**src/rtl/imem_sync.sv**
```systemverilog
// Synchronous instruction memory with a valid/ready fetch port, programmable wait states,
// a runtime program-load port and misaligned/out-of-range fault reporting.
module imem_sync #(
    parameter int N         = 32,
    parameter int DEPTH     = 64,
    parameter int AW        = $clog2(DEPTH),
    parameter int WAIT      = 0,
    parameter     INIT_FILE = ""
) (
    input  logic          clk,
    input  logic          reset,
    input  logic          req_valid,
    output logic          req_ready,
    input  logic [63:0]   req_addr,
    output logic          rsp_valid,
    output logic [N-1:0]  rsp_data,
    output logic          rsp_fault,
    input  logic          prog_we,
    input  logic [AW-1:0] prog_addr,
    input  logic [N-1:0]  prog_data,
    output logic          busy
);

    // Handshake: a request transfers at a rising edge where req_valid && req_ready;
    // the requester holds req_valid/req_addr until then, nothing is queued.
    // rsp_valid is a one-cycle pulse; rsp_data/rsp_fault hold between pulses.

    typedef enum logic [1:0] {
        S_IDLE = 2'd0,
        S_WAIT = 2'd1,
        S_RESP = 2'd2
    } state_t;

    localparam logic [3:0] WAIT_LD = (WAIT > 0) ? 4'(WAIT - 1) : 4'd0;

    state_t        state, state_n;
    logic [3:0]    cnt, cnt_n;
    logic [63:0]   addr_q;
    logic [63:0]   fetch_addr;
    logic          accept;
    logic          fault;
    logic [N-1:0]  mem [DEPTH];

    initial begin
        for (int i = 0; i < DEPTH; i++) mem[i] = '0;
    end

    assign req_ready = !reset && (state != S_WAIT);
    assign accept    = req_valid && req_ready;
    assign rsp_valid = (state == S_RESP);
    assign busy      = (state == S_WAIT);

    // With no wait states the memory is read at the accept edge, so use the live address.
    assign fetch_addr = (state == S_WAIT) ? addr_q : req_addr;
    assign fault      = (fetch_addr[1:0] != 2'b00) || (|fetch_addr[63:AW+2]);

    always_comb begin
        state_n = state;
        cnt_n   = cnt;
        case (state)
            S_IDLE, S_RESP: begin
                if (accept) begin
                    if (WAIT == 0) begin
                        state_n = S_RESP;
                    end else begin
                        state_n = S_WAIT;
                        cnt_n   = WAIT_LD;
                    end
                end else if (state == S_RESP) begin
                    state_n = S_IDLE;
                end
            end
            S_WAIT: begin
                if (cnt == 4'd0) state_n = S_RESP;
                else             cnt_n   = cnt - 4'd1;
            end
            default: state_n = S_IDLE;
        endcase
    end

    always_ff @(posedge clk) begin
        if (reset) begin
            state     <= S_IDLE;
            cnt       <= 4'd0;
            addr_q    <= 64'd0;
            rsp_data  <= '0;
            rsp_fault <= 1'b0;
        end else begin
            state <= state_n;
            cnt   <= cnt_n;
            if (accept) addr_q <= req_addr;
            if (state_n == S_RESP) begin
                rsp_fault <= fault;
                rsp_data  <= fault ? '0 : mem[fetch_addr[AW+1:2]];
            end
        end
    end

    // Separate write process: a same-edge read above sees the old word.
    always_ff @(posedge clk) begin
        if (!reset && prog_we) mem[prog_addr] <= prog_data;
    end

endmodule
```
**config.mk**
```make
export PLATFORM = sky130hd
export DESIGN_NAME = imem_sync
export DESIGN_NICKNAME = d
export VERILOG_FILES = /design/src/rtl/imem_sync.sv
export SDC_FILE = /design/constraint.sdc
export NUM_CORES = 2
export LEC_CHECK = 0
export ABC_CLOCK_PERIOD_IN_PS = 11900
export CAP_MARGIN = 20
export CORE_MARGIN = 4
export CORE_UTILIZATION = 40
export CTS_CLUSTER_SIZE = 40
export DETAILED_ROUTE_END_ITERATION = 8
export PLACE_DENSITY = 0.64
export SKIP_LAST_GASP = 1
export SLEW_MARGIN = 20
export SYNTH_ARGS = -nofsm -noshare
export SYNTH_HDL_FRONTEND = slang
export SYNTH_SLANG_ARGS = --single-unit
```
**constraint.sdc**
```tcl
create_clock -name clk -period 11.9 [get_ports clk]
set_clock_uncertainty 0.1 [all_clocks]
set_input_delay 3.57 -clock clk [delete_from_list [all_inputs] [get_ports clk]]
set_output_delay 3.57 -clock clk [all_outputs]
set_load 0.005 [all_outputs]
```
==> results.md <==
- Worst Path Required: 8.23 ns
- Hold_sp: rsp_data[8]
- Post-Syn Nets: just under 6000
- Max VDD drop: 0.128 mV
- Sw Pwr: 0.00336 W
- DR WL/cell: 28.0 um
- Hold Vio Cnt, Final: 0
- WL met3: 26400 um
- Remaining DRCs: 0
- Max-slew violations: 0
- Worst r2r src: state[1]
- Crit path launch type: primary input
- Final Cycle Share: 0.709
- Clk pin slew, worst setup/hold paths: 0.06 ns
- GRT overflow: 0
- IO buf count: 141
- Core area: roughly 210000 sq um
- Asr flop ratio synth: 0
- Met1 wire length: 96900 um
- Crit Path Max Fanout: 78
- Die height: 465 um
- Synth unique cells: 70
- Worst-Skew Late Latency: 0.84 ns
- Mapped Cells: roughly 5800
- DR vias: 52005
- Buf/Inv on CP: 3
- FF-to-FF setup slack: about 6.6 ns
- Worst setup path startpoint: reset
- Total track usage: 0.224
- EDFF count, synth: ~2000
- CTS tree: yes
- Final TNS setup: 0 ns
- CTS Buf Count: between 200 and 250
- Reported max-cap violation count: 0
- DRT antenna net count: 0
- Gate power share: 0.050
- Final Util: 0.458
- Commonest non-fill, non-tap cell in the layout: edfxtp_1
- Drt pass-1 iters: 6
- Total clock sinks: 2151
- Worst path slowest cell: buf_4
- Crit path max-delay family: buffers and inverters
- Level count of the clock H-tree: 4
- Synth Warn #: 0
- RSZ-0062 raised after global routing: false
- Worst EP arrival: 4.76 ns
- Hold Crit Class: reg2reg
- Cells after DPL: 8461
- Placed cell areas: 88400 sq um
- Non-Filler Instances: 8860
- Max Root-Sink Buffers: 3
- Worst Max-Slew Pin Slew: 1.27 ns
- Top FF cell, synth: edfxtp_1
- Vias in the first global route: 49365
- Final setup violation count: 0
- PD cells: 163 nW/um^2
- Routed wl met2: between 100000 and 150000 um
- Root Buffer: clkbuf_16
- Iter 0 DRT Violations: ~6700
- Die Area: 216000 sq um
- Layout Nets: between 5000 and 6000
- Share of layout cells above drive strength 1: 0.113
- Leakage power: 30.6 nW
- Layout Area Growth over Synthesis: 13.8%
- Hpwl dp: 123000 um
- GPL Wtd Cong: between 0.8 and 0.9
- Reg power frac: 0.537
- Drt via density: 5.87
- P_int: ~0.012 W
- Pin count of the biggest net entering global routing: 168
- Slew headroom: 0.145
- Tot Pwr: about 0.016 W
- Routed wire length: around 250000 um
- I/O Pins: 142
- DIE WIDTH: approximately 470 um
- Initial Utilization: 0.403
- Syn Area/Cell: roughly 15 sq um
- Switching share of power: 0.216
- Clock Power Share: 0.413
- Initial antenna violation count: 12
- Commonest cells after routing, fill and taps aside: edfxtp_1 (2048), nand2_1 (1492), nand3_1 (552)
- Highest Clock Rate: between 0.1 and 0.15 GHz
- CP endpoint kind: output port
- Hold-fix buffers, CTS: 0
- DR top layer: met5
- Sequential-to-total area share from yosys stat: 0.760
- Status: finished clean
- Post-Syn Area: 83600 sq um
- Tmin final: 8.43 ns
- Post_cts resized: 0
- Setup Fix Bufs, Post-CTS: 0
- WS Path Type: in2out
- Row cnt: 167
- Post-synthesis register bit count: around 2200
- Max incr delay on CP: 0.49 ns
- First-pass GRT wire length: 354000 um
- Fin area: 95100 sq um
- Cell Chain, Critical Path: buf_2 -> buf_4 -> nor2_1 -> clkdlybuf4s50_1
==> cells in the mapped netlist (13+ instances only) <==
master	count	area, sq um
a211oi_1	33	248
a21oi_1	59	295
a22oi_1	25	188
a311oi_1	27	236
a31oi_1	156	976
a32oi_1	23	201
and3_1	18	113
buf_1	42	158
buf_2	153	766
buf_4	15	113
buf_6	16	180
clkbuf_1	133	499
dfxtp_1	103	2060
edfxtp_1	2048	61500
inv_1	21	78.8
mux2i_1	63	631
mux4_2	137	3090
nand2_1	1492	5600
nand2b_1	68	425
nand3_1	552	2760
nand4_1	149	932
nor2_1	116	435
nor3_1	27	135
nor4_1	33	206
o2111ai_1	28	245
o21ai_0	105	526
o22ai_1	13	81.3
==> logic make-up after synthesis <==
logic type | share of synthesized area
fa+ha+maj | 0.000150
xor+xnor | 0.000105
mux | 0.0449
simple gates | 0.129
buf+inv | 0.0217
flops | 0.760
compound gates | 0.0434
==> power groups by stage <==
stage	clock, W	combinational (W)	sequential (W)
floorplan	0	0.000412	0.00850
global placement	0	0.000754	0.00850
detailed placement	0	0.000766	0.00851
CTS	0.00648	0.000769	0.00835
global route	0.00681	0.000836	0.00834
finish	0.00641	0.000779	0.00834
==> layout make-up <==
type                            count  area (sq um)
Antenna cell                        9          22.5
Tap cell                         2788          3490
Inverter                           22          82.6
Fill cell                       17757        112000
Clock buffer                      306          5900
Timing Repair Buffer              270          2440
Sequential cell                  2151         63600
Clock inverter                     83           721
Multi-Input combinational cell   3231         18900
==> worst register-to-register path, stage by stage, from the launching register on <==
cell	delay (ns)
dfxtp_1	0.46
nand2b_2	0.53
buf_4	0.58
a21o_4	0.72
buf_12	0.58
mux4_2	0.69
o2111ai_1	0.22
o21ai_0	0.14
o41ai_2	1.06
a2bb2oi_1	0.13
==> stage by stage <==
step / setup WS, ns / hold slack (ns)
floorplan: 4.07 / 0.335
global placement: 3.48 / 0.356
detailed placement: 3.45 / 0.365
CTS: 3.45 / 0.377
global route: 3.36 / 0.391
finish: 3.47 / 0.374
==> sequential cells by signal (all words and copies together), names as in the netlist <==
| signal | flops |
|---|---|
| cnt | 4 |
| mem | 2048 |
| state | 2 |
| rsp_fault | 1 |
| addr_q | 64 |
| rsp_data | 32 |
==> worst paths after layout <==
kind,end,depth (start not counted)
max,req_ready,4
min,rsp_data[8],2
max reg2reg,rsp_data[23],9
min reg2reg,rsp_data[8],2
==> metal layers <==
metal	track usage	up-vias
met5	0	-
met4	0.0790	4
met3	0.0472	535
met2	0.354	3045
met1	0.310	26417
li1	-	22004
(Power assumes the default switching activity.)
